`src/rtl/kairo_lsu_if.sv`:
```
// kairo_lsu_if: data-bus req/ack interface between the LSU (master) and memory (slave)
interface kairo_lsu_if;
  logic        D_REQ;
  logic        D_WE;
  logic [31:0] D_ADDR;
  logic [3:0]  D_BE;
  logic [31:0] D_WDATA;
  logic        D_ACK;
  logic [31:0] D_RDATA;
  modport master(output D_REQ, D_WE, D_ADDR, D_BE, D_WDATA, input D_ACK, D_RDATA);
  modport slave(input D_REQ, D_WE, D_ADDR, D_BE, D_WDATA, output D_ACK, D_RDATA);
endinterface

```
`src/rtl/kairo_lsu.sv`:
```
// kairo_lsu: load/store unit, one bus transaction per request with lane steering and load extension; KAIRO_LSU_TIMEOUT_EN adds an ACCESS timeout
module kairo_lsu #(
  parameter int unsigned TIMEOUT_CYCLES = 255
) (
  input  logic        CLK,
  input  logic        RST,
  input  logic        REQ,
  input  logic        INST_LB,
  input  logic        INST_LH,
  input  logic        INST_LW,
  input  logic        INST_LBU,
  input  logic        INST_LHU,
  input  logic        INST_SB,
  input  logic        INST_SH,
  input  logic        INST_SW,
  input  logic [31:0] ADDR,
  input  logic [31:0] WDATA_IN,
  output logic        BUSY,
  output logic        DONE,
  output logic        ERR,
  output logic        LOAD_VALID,
  output logic [31:0] RDATA_OUT,
  kairo_lsu_if.master bus
);
  typedef enum logic {IDLE, ACCESS} state_t;
  state_t      state_q, state_d;
  logic        done_q, done_d, err_q, err_d, lv_q, lv_d;
  logic [31:0] rdata_q, rdata_d, addr_q, addr_d, wd_q, wd_d;
  logic [3:0]  be_q, be_d;
  logic [1:0]  lane_q, lane_d;
  logic        we_q, we_d, isb_q, isb_d, ish_q, ish_d, sext_q, sext_d;
  logic [7:0]  inst;
  logic        byte_op, half_op, word_op, mis, expire;
  logic [31:0] bsel, ld_res;
  logic [15:0] half_v;
  assign inst    = {INST_LB, INST_LH, INST_LW, INST_LBU, INST_LHU, INST_SB, INST_SH, INST_SW};
  assign byte_op = INST_LB | INST_LBU | INST_SB;
  assign half_op = INST_LH | INST_LHU | INST_SH;
  assign word_op = INST_LW | INST_SW;
  assign mis     = (half_op & ADDR[0]) | (word_op & |ADDR[1:0]);
  assign bsel    = bus.D_RDATA >> {lane_q, 3'b000};
  assign half_v  = lane_q[1] ? bus.D_RDATA[31:16] : bus.D_RDATA[15:0];
  assign ld_res  = isb_q ? {{24{sext_q & bsel[7]}}, bsel[7:0]} :
                   ish_q ? {{16{sext_q & half_v[15]}}, half_v} : bus.D_RDATA;
`ifdef KAIRO_LSU_TIMEOUT_EN
  logic [15:0] cnt_q, cnt_d;
  assign expire = !bus.D_ACK && ({1'b0, cnt_q} + 17'd1 >= 17'(TIMEOUT_CYCLES));
  // wait-state counter: held at zero outside ACCESS so it is clear on entry
  always_comb cnt_d = (state_q == ACCESS && !bus.D_ACK) ? cnt_q + 16'd1 : 16'd0;
  // counter register
  always_ff @(posedge CLK or posedge RST)
    if (RST) cnt_q <= '0;
    else cnt_q <= cnt_d;
`else
  assign expire = 1'b0;
`endif
  assign BUSY        = state_q == ACCESS;
  assign DONE        = done_q;
  assign ERR         = err_q;
  assign LOAD_VALID  = lv_q;
  assign RDATA_OUT   = rdata_q;
  assign bus.D_REQ   = state_q == ACCESS;
  assign bus.D_WE    = we_q;
  assign bus.D_ADDR  = addr_q;
  assign bus.D_BE    = be_q;
  assign bus.D_WDATA = wd_q;
  // next state: accept/reject in IDLE, finish on ack or timeout in ACCESS; illegal multi-hot reports an error
  always_comb begin
    state_d = state_q;
    done_d  = 1'b0;
    err_d   = 1'b0;
    lv_d    = 1'b0;
    rdata_d = rdata_q;
    addr_d  = addr_q;
    wd_d    = wd_q;
    be_d    = be_q;
    lane_d  = lane_q;
    we_d    = we_q;
    isb_d   = isb_q;
    ish_d   = ish_q;
    sext_d  = sext_q;
    if (state_q == IDLE) begin
      if (REQ && |inst) begin
        if (!$onehot(inst) || mis) begin
          done_d = 1'b1;
          err_d  = 1'b1;
        end else begin
          state_d = ACCESS;
          addr_d  = {ADDR[31:2], 2'b00};
          lane_d  = ADDR[1:0];
          we_d    = INST_SB | INST_SH | INST_SW;
          isb_d   = byte_op;
          ish_d   = half_op;
          sext_d  = INST_LB | INST_LH;
          be_d    = byte_op ? 4'b0001 << ADDR[1:0] : half_op ? (ADDR[1] ? 4'b1100 : 4'b0011) : 4'b1111;
          wd_d    = INST_SB ? {4{WDATA_IN[7:0]}} : INST_SH ? {2{WDATA_IN[15:0]}} : INST_SW ? WDATA_IN : 32'd0;
        end
      end
    end else if (bus.D_ACK) begin
      state_d = IDLE;
      done_d  = 1'b1;
      lv_d    = !we_q;
      rdata_d = we_q ? rdata_q : ld_res;
    end else if (expire) begin
      state_d = IDLE;
      done_d  = 1'b1;
      err_d   = 1'b1;
    end
  end
  // state and registered outputs
  always_ff @(posedge CLK or posedge RST)
    if (RST) begin
      state_q <= IDLE;
      done_q  <= 1'b0;
      err_q   <= 1'b0;
      lv_q    <= 1'b0;
      rdata_q <= '0;
      addr_q  <= '0;
      wd_q    <= '0;
      be_q    <= '0;
      lane_q  <= '0;
      we_q    <= 1'b0;
      isb_q   <= 1'b0;
      ish_q   <= 1'b0;
      sext_q  <= 1'b0;
    end else begin
      state_q <= state_d;
      done_q  <= done_d;
      err_q   <= err_d;
      lv_q    <= lv_d;
      rdata_q <= rdata_d;
      addr_q  <= addr_d;
      wd_q    <= wd_d;
      be_q    <= be_d;
      lane_q  <= lane_d;
      we_q    <= we_d;
      isb_q   <= isb_d;
      ish_q   <= ish_d;
      sext_q  <= sext_d;
    end
endmodule

```
`src/flat_wrapper.sv`:
```
// flat-port wrapper written by rule: the top's interface ports become plain ports
module kairo_lsu_flat 
#(
  parameter int unsigned TIMEOUT_CYCLES = 255
)
  (CLK, RST, REQ, INST_LB, INST_LH, INST_LW, INST_LBU, INST_LHU, INST_SB, INST_SH, INST_SW, ADDR, WDATA_IN, BUSY, DONE, ERR, LOAD_VALID, RDATA_OUT, bus_D_REQ, bus_D_WE, bus_D_ADDR, bus_D_BE, bus_D_WDATA, bus_D_ACK, bus_D_RDATA);
  kairo_lsu_if bus_i ();
  input  logic CLK;
  input  logic RST;
  input  logic REQ;
  input  logic INST_LB;
  input  logic INST_LH;
  input  logic INST_LW;
  input  logic INST_LBU;
  input  logic INST_LHU;
  input  logic INST_SB;
  input  logic INST_SH;
  input  logic INST_SW;
  input  logic [31:0] ADDR;
  input  logic [31:0] WDATA_IN;
  output logic BUSY;
  output logic DONE;
  output logic ERR;
  output logic LOAD_VALID;
  output logic [31:0] RDATA_OUT;
  output wire logic [$bits(bus_i.D_REQ)-1:0] bus_D_REQ;
  output wire logic [$bits(bus_i.D_WE)-1:0] bus_D_WE;
  output wire logic [$bits(bus_i.D_ADDR)-1:0] bus_D_ADDR;
  output wire logic [$bits(bus_i.D_BE)-1:0] bus_D_BE;
  output wire logic [$bits(bus_i.D_WDATA)-1:0] bus_D_WDATA;
  input wire logic [$bits(bus_i.D_ACK)-1:0] bus_D_ACK;
  input wire logic [$bits(bus_i.D_RDATA)-1:0] bus_D_RDATA;
  assign bus_D_REQ = bus_i.D_REQ;
  assign bus_D_WE = bus_i.D_WE;
  assign bus_D_ADDR = bus_i.D_ADDR;
  assign bus_D_BE = bus_i.D_BE;
  assign bus_D_WDATA = bus_i.D_WDATA;
  assign bus_i.D_ACK = bus_D_ACK;
  assign bus_i.D_RDATA = bus_D_RDATA;
  kairo_lsu #(.TIMEOUT_CYCLES(TIMEOUT_CYCLES)) u_core (.CLK(CLK), .RST(RST), .REQ(REQ), .INST_LB(INST_LB), .INST_LH(INST_LH), .INST_LW(INST_LW), .INST_LBU(INST_LBU), .INST_LHU(INST_LHU), .INST_SB(INST_SB), .INST_SH(INST_SH), .INST_SW(INST_SW), .ADDR(ADDR), .WDATA_IN(WDATA_IN), .BUSY(BUSY), .DONE(DONE), .ERR(ERR), .LOAD_VALID(LOAD_VALID), .RDATA_OUT(RDATA_OUT), .bus(bus_i));
endmodule
```
`config.mk`:
```
export PLATFORM = sky130hd
export DESIGN_NAME = kairo_lsu_flat
export DESIGN_NICKNAME = d
export VERILOG_FILES = /design/src/rtl/kairo_lsu_if.sv /design/src/rtl/kairo_lsu.sv /design/src/flat_wrapper.sv
export SDC_FILE = /design/constraint.sdc
export NUM_CORES = 1
export LEC_CHECK = 0
export BUFFER_PORTS_ARGS = -buffer_cell sky130_fd_sc_hd__buf_2
export CAP_MARGIN = 20
export CORE_UTILIZATION = 50
export DETAILED_ROUTE_END_ITERATION = 8
export GPL_TIMING_DRIVEN = 0
export PLACE_DENSITY = 0.87
export SETUP_SLACK_MARGIN = 0.4
export SLEW_MARGIN = 20
export SYNTH_ARGS = -nofsm -noshare
export SYNTH_HDL_FRONTEND = slang
export SYNTH_SLANG_ARGS = --single-unit
```
`constraint.sdc`:
```
create_clock -name CLK -period 3.9 [get_ports CLK]
set_clock_uncertainty 0.15 [all_clocks]
set_input_delay 0 -clock CLK [delete_from_list [all_inputs] [get_ports CLK]]
set_output_delay 0 -clock CLK [all_outputs]
set_load 0.01 [all_outputs]
```
==> run metrics, run 1 <==
main flop type after synthesis=dfrtp_1; Synth Area in Adders=3.54%; RSZ-0062 raised after global routing=false; Fmax=289 MHz; Max-Cap Viols=0; sum of negative setup slack=0 ns; I/O Pins=214; Routability Congestion=0.917; Synth Instances=480; WL/cell=20.2 um; critical hold path startpoint=REQ; status=finished clean; Tcrit/Tclk final=88.6%; largest net degree at the start of global routing=60; Post-route DRC=0; Slew @ Worst Pin=0.901 ns; Vias/cell=5.62; H-tree Lvls=3; critical path peak fanout=7; share of layout cells above drive strength 1=42.6%; CTS tree=done; CTS root buffer=clkbuf_16; CP startpoint=INST_LH; fraction of registers with async set/reset=100%; pwr dens=550 nW/um^2; CTS max path bufs=2; mux cell area share after synthesis=22.0%; fill count=672; clk slew on worst S/H paths=0.07 ns; WS Path Type=input pin to flop; Critical Path Source Type=input pin; total grt overflow=0; Iteration-0 DRC Markers=374; Worst EP required=3.99 ns; core area=11,100 um^2; die span in x=110 um; library cells used by synthesis=46; post-place instance area=7070 um^2; Peak supply drop=0.476 mV; worst path cell trace=buf_2 -> inv_1 -> ha_1 -> inv_1 -> fa_2 -> fa_1 -> inv_1 -> ha_2 -> fa_1 -> nor4b_4 -> o211ai_4 -> nor2_8 -> buf_12 -> clkbuf_16 -> mux2_4; Final #Nets=945; post-route ant nets=0; mapped cell area=5800 um^2; Worst path most repeated cell=inv_1; via count=5,442; Post-synth EDFFs=0; die height=110 um; port bufs=211; Total Wirelength=19.5 mm; Worst Path Arrival=3.55 ns; Row Count=38; Critical R2R Launch=u_core.ish_q; final hold viol count=0; first-pass GRT wire length=28.2 mm; Reg area=2700 um^2; Worst setup EP type=flop; CP max stage cell=fa_1; Syn Area/Cell=12.1 um^2; Multi-input gate area=2750 um^2; Yosys reg bits=108; Die ar.=12,000 um^2; utilization after layout=78.0%; CTS Sinks=108; YS warnings=0; initial antenna violation count=0; DP Wirelength=12.1 mm; XOR/XNOR Fraction of Synth Area=0%; Synth Area in Compound Gates=14.8%; CP peak stage delay=0.52 ns; sequential-to-total area share from yosys stat=46.6%; combinational family with the most area after synthesis=multiplexers; Layout area overhead=49.0%; vias in the first global route=5,617; setup violators final=0; gr usage total=31.7%; CTS buffer count=9; relative slew slack=39.9%; post-route cell area=8640 um^2; post-placement setup slack=-0.0724 ns; setup ws final=0.445 ns; Hold Crit Class=input pin to flop; Synth Area in Simple Gates=6.45%; initial core utilization=52.3%; DR pass1 iterations=5; Period minus WS final=3.45 ns; leakage=4.41 nW; Clk Latency, worst-skew pair=0.35 ns; Final Max Slew Viols=0
[per-layer routing]
layer	global-route usage (%)	up-vias	part of all wire, %
met3	10.3	84	9.2
met4	19.7	0	4.8
met1	32.9	2605	36
met2	55.5	359	50
met5	0	-	0
li1	-	2394	-
[final cells by class]
class                   instances  area share (%)
diodes                          1          0.0290
plain buffers                  40            3.46
clock buffers                  12            3.08
clock inverters                 3           0.246
inverters                      23            1.06
multi-input cells             310            31.9
flip-flops and latches        108            31.3
well taps                     140            2.03
repair buffers                331            27.0
[Yosys cell counts (7+ instances only)]
library cell  count  area [um^2]
o22a_1           24          210
clkbuf_1         18         67.6
o21ai_1          18         90.1
mux4_2            7          158
inv_1            20         75.1
ha_1             10          125
o31ai_1           7         52.6
o21ai_0          19         95.1
a21oi_1          31          155
mux2i_1          11          110
dfrtp_1         108         2700
buf_2             9         45.0
nand2_1          63          236
mux2_2            9          101
a22oi_1           7         52.6
a22o_1            8         70.1
mux2_4           59          886
[where the power goes]
group | internal [mW] | switching (mW)
clock network | 0.483 | 0.427
registers | 1.50 | 0.241
logic | 1.09 | 1.01
[flip-flops by register name, indices dropped and copies added (netlist names)]
name                count
u_core.bus.D_WE         1
u_core.bus.D_BE         4
u_core.ish_q            1
u_core.lane_q           2
u_core.LOAD_VALID       1
u_core.ERR              1
u_core.isb_q            1
u_core.sext_q           1
u_core.bus.D_ADDR      30
u_core.DONE             1
u_core.bus.D_WDATA     32
u_core.RDATA_OUT       32
u_core.BUSY             1
[layout by cell type, fill, tap and decap left out, types with 2 or more instances in the layout]
master / count
a21oi_1: 31
ha_2: 2
a22oi_1: 7
ha_4: 2
conb_1: 2
nor2b_1: 3
clkbuf_16: 12
o22a_1: 24
o21ai_0: 19
buf_4: 7
and3_1: 2
mux2_4: 59
fa_1: 3
mux2_2: 9
o21ai_1: 18
dlygate4sd3_1: 109
buf_12: 7
o31ai_1: 7
nor2_1: 2
mux2i_1: 11
buf_6: 7
clkbuf_8: 3
o41ai_2: 2
a22o_1: 8
ha_1: 6
clkbuf_1: 18
dfrtp_1: 108
inv_2: 4
mux2_1: 2
mux4_2: 7
buf_2: 218
inv_1: 18
nand2_1: 63
nand3_1: 3
a221oi_1: 2
[path summary, 6_finish.rpt]
path,to,slack (ns),cells past startpoint
max in group asynchronous,u_core.RDATA_OUT[21],2.88,4
hold / removal,u_core.ERR,0.06,3
setup / recovery,u_core.bus.D_ADDR[12],0.45,15
min in group asynchronous,u_core.bus.D_ADDR[9],0.07,3
hold reg to reg,u_core.bus.D_ADDR[31],0.36,1
setup reg to reg,u_core.RDATA_OUT[0],1.55,6
[stage by stage]
| step | instances | hold slack (ns) | power (mW) |
|---|---|---|---|
| floorplan | 481 | -0.0510 | 2.94 |
| global placement | 832 | 0.0693 | 3.57 |
| detailed placement | 833 | -0.0826 | 3.65 |
| CTS | 961 | 0.0337 | 4.67 |
| global route | 967 | 0.0961 | 4.98 |
| finish | 968 | 0.0612 | 4.75 |
[timing repair]
item	in CTS	in global routing
hold buffers	109	0
gates resized for setup	1	13
pin swaps	1	6
endpoints found under the setup margin	58	58
endpoints found under the hold margin	212	0
buffers inserted	4	3
cloned	0	3
[critical path, delay by kind of cell]
| family | cells | cell delay (ns) |
|---|---|---|
| AOI/OAI and AO/OA | 1 | 0.18 |
| muxes | 1 | 0.30 |
| adders and majority gates | 5 | 1.87 |
| and+or+nand+nor | 2 | 0.55 |
| buffers and inverters | 6 | 0.64 |
[cells by family after synthesis]
logic type / after synthesis
buffers and inverters: 63
and+or+nand+nor: 81
adders and majority gates: 14
DFF: 108
muxes: 88
AOI/OAI and AO/OA: 125
other: 1
No activity file was read; power rests on OpenSTA's default activity.
==> run 2, diff against run 1 <==
--- a/config.mk
+++ b/config.mk
@@ -7,10 +7,10 @@
 export LEC_CHECK = 0
 export BUFFER_PORTS_ARGS = -buffer_cell sky130_fd_sc_hd__buf_2
 export CAP_MARGIN = 20
-export CORE_UTILIZATION = 50
+export CORE_UTILIZATION = 45
 export DETAILED_ROUTE_END_ITERATION = 8
 export GPL_TIMING_DRIVEN = 0
-export PLACE_DENSITY = 0.87
+export PLACE_DENSITY = 0.83
 export SETUP_SLACK_MARGIN = 0.4
 export SLEW_MARGIN = 20
 export SYNTH_ARGS = -nofsm -noshare
==> constraint.sdc (replaced) <==
create_clock -name CLK -period 2.9 [get_ports CLK]
set_clock_uncertainty 0.15 [all_clocks]
set_input_delay 0 -clock CLK [delete_from_list [all_inputs] [get_ports CLK]]
set_output_delay 0 -clock CLK [all_outputs]
set_load 0.01 [all_outputs]
==> run metrics, run 2 (same netlist as run 1, synthesis figures left out) <==
status=finished with violations; failing checks=setup timing; via count=5,476; CP max stage cell=fa_1; utilization after layout=70.9%; Slew @ Worst Pin=0.775 ns; first-pass GRT wire length=29.9 mm; Worst path most repeated cell=fa_1; WS Path Type=input pin to flop; vias in the first global route=5,819; Hold Slack=0.0112 ns; Post-route DRC=0; CTS root buffer=clkbuf_16; DP Wirelength=12.2 mm; critical path peak fanout=5; Routability Congestion=0.910; critical hold path startpoint=bus_D_RDATA[1]; Final Max Slew Viols=0; CP top delay family=adder cells; FF-to-FF setup slack=0.55 ns; Fmax=311 MHz; CTS max path bufs=2; Die ar.=13,300 um^2; Clk Latency, worst-skew pair=0.35 ns; die span in x=116 um; DR pass1 iterations=5; hold path depth=4; post-route ant nets=0; RSZ-0062 raised after global routing=true; Total Wirelength=19.5 mm; Hold Crit Class=input pin to flop; CTS buffer count=9; r2r worst-path depth=6; Peak supply drop=0.500 mV; H-tree Lvls=3; port bufs=211; most frequent cells in the layout=buf_2, dlygate4sd3_1, dfrtp_1; leakage=4.49 nW; sum of negative setup slack=-20.56 ns; I/O Pins=214; Max-Cap Viols=0; reg-to-reg endpoint=u_core.RDATA_OUT[0]; gr usage total=29.8%; setup ws final=-0.319 ns; initial core utilization=46.1%; CP peak stage delay=0.53 ns; Worst Path Arrival=3.30 ns; Worst setup EP type=flop; WL/cell=19.4 um; Vias/cell=5.44; largest net degree at the start of global routing=36; die height=116 um; Tcrit/Tclk final=111%; CTS tree=done; Period minus WS final=3.22 ns; total grt overflow=0; clk slew on worst S/H paths=0.07 ns; Worst EP required=2.98 ns; CP Buf/Inv Count=5; Layout area overhead=53.6%; setup violators final=75; hold path endpoint=u_core.RDATA_OUT[1]; Iteration-0 DRC Markers=390; CTS Sinks=108; share of layout cells above drive strength 1=44.7%; Critical Path Source Type=input pin; relative slew slack=48.3%; pwr dens=737 nW/um^2; initial antenna violation count=0; antenna fix cells=0; Row Count=41; core area=12,600 um^2; most common cell after layout, fill and taps aside=buf_2; Final #Nets=951; final hold viol count=0; Critical R2R Launch=u_core.ish_q; worst path cell trace=buf_4 -> ha_4 -> fa_1 -> inv_2 -> fa_1 -> inv_1 -> ha_2 -> fa_1 -> nor4b_4 -> o211ai_4 -> nor2_8 -> buf_12 -> clkbuf_16 -> mux2_4; fill count=817
run 2: layer usage:
metal	vias up	global-route usage, %	part of all wire, %
met2	345	52.5	50
met3	89	8.05	8.3
met1	2641	31.6	36
li1	2401	-	-
met5	-	0	0
met4	0	18.6	5.5
run 2: stage by stage:
stage          worst slack, ns  area [um^2]  power [mW]  cells
6_report                -0.319         8900        6.56   1006
5_1_grt                 -0.416         8900        6.90   1006
4_1_cts                 -0.316         8800        6.44   1003
3_5_place_dp            -0.982         7190        4.91    867
3_3_place_gp            -0.908         7130        4.81    864
2_1_floorplan           -0.524         5860        3.97    481
run 2: final cells by class:
type | instances | area (um^2) | area share (%)
Buffer | 40 | 324 | 3.64
Inverter | 23 | 92.6 | 1.04
Clock inverter | 6 | 72.6 | 0.815
Clock buffer | 10 | 239 | 2.68
Multi-Input combinational cell | 310 | 2820 | 31.7
Sequential cell | 108 | 2700 | 30.3
Tap cell | 172 | 215 | 2.42
Timing Repair Buffer | 337 | 2430 | 27.3
run 2: power breakdown:
part	leakage, nW	switching [mW]	internal [mW]	total [mW]
combinational	2.93	1.39	1.54	2.93
sequential	1.42	0.328	2.02	2.34
clock	0.143	0.581	0.701	1.28
total	4.49	2.30	4.26	6.56
run 2: how the worst max path moves through the flow:
stage             start                     end  slack, ns  depth (start not counted)
3_3_place_gp    INST_SB  u_core.bus.D_WDATA[27]      -0.91                         15
3_5_place_dp    INST_SB  u_core.bus.D_WDATA[12]      -0.98                         15
4_1_cts        INST_LHU   u_core.bus.D_ADDR[25]      -0.32                         14
2_1_floorplan  INST_LHU   u_core.bus.D_ADDR[10]      -0.52                         12
6_report       INST_LBU      u_core.bus.D_BE[1]      -0.32                         14
5_1_grt         INST_SB  u_core.bus.D_WDATA[12]      -0.42                         14
run 2: what timing repair did:
action | in CTS | in global routing
hold endpoints to repair | 178 | 0
setup endpoints to repair | 75 | 75
cloned | 1 | 2
pin swaps | 4 | 1
gates resized for setup | 23 | 14
hold buffers | 111 | 0
setup buffers | 8 | 1
run 2: worst reg2reg max path, delay by kind of cell, from the launching register on:
| family | cells | cell delay (ns) |
|---|---|---|
| AND/OR/NAND/NOR | 1 | 0.24 |
| buffers and inverters | 2 | 0.86 |
| AO/OA/AOI/OAI | 1 | 0.07 |
| multiplexers | 2 | 0.48 |
| flip-flops | 1 | 0.44 |
==> run 3, diff against run 2 <==
--- a/config.mk
+++ b/config.mk
@@ -7,10 +7,10 @@
 export LEC_CHECK = 0
 export BUFFER_PORTS_ARGS = -buffer_cell sky130_fd_sc_hd__buf_2
 export CAP_MARGIN = 20
-export CORE_UTILIZATION = 45
+export CORE_UTILIZATION = 33
 export DETAILED_ROUTE_END_ITERATION = 8
 export GPL_TIMING_DRIVEN = 0
-export PLACE_DENSITY = 0.83
+export PLACE_DENSITY = 0.69
 export SETUP_SLACK_MARGIN = 0.4
 export SLEW_MARGIN = 20
 export SYNTH_ARGS = -nofsm -noshare
==> run metrics, run 3 (same netlist as run 1, synthesis figures left out) <==
port bufs=211; routed wl met2=8.90 mm; gr usage total=20.0%; Peak supply drop=0.341 mV; utilization after layout=52.4%; most frequent cells in the layout=buf_2, dlygate4sd3_1, dfrtp_1; CP peak stage delay=0.54 ns; clock power share=20.2%; post-route cell area=9040 um^2; Total Wirelength=18.2 mm; Worst Path Arrival=3.28 ns; post-placement setup slack=-0.965 ns; antenna fix cells=0; DR pass1 iterations=5; CTS tree=done; setup violators final=74; core area=17,200 um^2; post-place instance area=7260 um^2; Hold Crit Class=input pin to flop; Layout area overhead=55.8%; CP max stage cell=fa_1; Clk Latency, worst-skew pair=0.35 ns; I/O Pins=214; RSZ-0062 raised after global routing=true; Net Switching=2.21 mW; Period minus WS final=3.20 ns; Routability Congestion=0.867; die span in x=135 um; final hold viol count=0; total grt overflow=0; initial core utilization=33.6%; CP top delay family=adder cells; WL/cell=17.1 um; sum of negative setup slack=-18.03 ns; setup ws final=-0.299 ns; largest net degree at the start of global routing=32; WL met1=7.40 mm; Worst EP required=2.98 ns; Fmax=313 MHz; first-pass GRT wire length=27.9 mm; WS Path Type=input pin to flop; Slew @ Worst Pin=0.749 ns; initial antenna violation count=0; Critical Path Source Type=input pin; met3 routed WL=1.40 mm; Die ar.=18,100 um^2; share of layout cells above drive strength 1=44.7%; sequential power share=35.8%; Comb power frac=44.0%; leakage=4.52 nW; Iteration-0 DRC Markers=248; critical path peak fanout=10; worst path cell trace=buf_8 -> ha_4 -> fa_1 -> inv_2 -> fa_1 -> inv_1 -> ha_2 -> fa_1 -> nor4b_4 -> o211ai_4 -> nor2_8 -> buf_12 -> buf_12 -> mux2_4; most common cell after layout, fill and taps aside=buf_2; failing checks=setup timing; Tcrit/Tclk final=110%; clk slew on worst S/H paths=0.07 ns; CTS root buffer=clkbuf_16; Post-route DRC=0; via count=5,246; CTS max path bufs=2; switch share=33.9%; Max-Cap Viols=0; CTS Sinks=108; Row Count=48; Final #Nets=955; H-tree Lvls=3; Worst setup EP type=flop; post-route ant nets=0; pwr dens=722 nW/um^2; die height=135 um; CP Buf/Inv Count=5; DP Wirelength=12.1 mm; CTS buffer count=9; relative slew slack=50.1%; Vias/cell=4.94; status=finished with violations; highest metal used=met4; Worst path most repeated cell=fa_1; Final Max Slew Viols=0; Internal Power=4.31 mW; vias in the first global route=5,427
[run 3: area by class of cell]
type | count | area (um^2)
inverters | 23 | 92.6
repair buffers | 341 | 2500
well taps | 225 | 282
fillers | 1440 | 8200
clock buffers | 11 | 253
clock inverters | 5 | 67.6
plain buffers | 40 | 323
multi-input cells | 310 | 2820
flip-flops and latches | 108 | 2700
[run 3: worst reg2reg max path, cell delays in order, from the launching register on]
cell and delay, ns:
dfrtp_1 0.42, buf_2 0.28, and2_1 0.15, buf_2 0.18, nand2_1 0.07, a21oi_1 0.19, dlygate4sd3_1 0.58, o22a_1 0.11
[run 3: through the flow]
stage          total power [mW]  std cells  hold WS (ns)
6_report                   6.52       1063        0.0199
5_1_grt                    6.91       1063        0.0211
4_1_cts                    6.50       1060       0.00381
3_5_place_dp               4.90        920        -0.107
3_3_place_gp               4.84        917        0.0702
2_1_floorplan              3.97        481       -0.0510
[run 3: path summary, 6_finish.rpt]
check,startpoint,endpoint,slack (ns),cells after the start
hold reg to reg,u_core.bus.D_WDATA[6],u_core.bus.D_WDATA[6],0.34,2
hold / removal,INST_SH,u_core.bus.D_BE[3],0.02,4
max in group asynchronous,RST,u_core.bus.D_ADDR[11],1.79,5
setup reg to reg,u_core.lane_q[1],u_core.RDATA_OUT[10],0.71,7
min in group asynchronous,RST,u_core.RDATA_OUT[25],0.06,3
setup / recovery,INST_LHU,u_core.bus.D_ADDR[3],-0.30,14
[run 3: power groups by stage]
stage	Clock [mW]	Sequential (mW)	Combinational [mW]
6_report	1.32	2.33	2.87
3_5_place_dp	0	2.32	2.57
4_1_cts	1.36	2.31	2.82
5_1_grt	1.42	2.39	3.09
2_1_floorplan	0	2.53	1.43
3_3_place_gp	0	2.32	2.52
[run 3: what timing repair did]
item	4_1_cts	5_1_grt
hold buffers	114	0
setup endpoints to repair	75	75
resized for setup	20	17
pin swaps	5	2
gates cloned	2	2
endpoints found under the hold margin	179	0
buffers inserted	8	1
[run 3: routing by layer]
| metal | global-route usage, % | vias to the layer above |
|---|---|---|
| met5 | 0 | - |
| met4 | 8.30 | 0 |
| met3 | 5.41 | 43 |
| met2 | 33.4 | 260 |
| met1 | 24.5 | 2533 |
| li1 | - | 2410 |
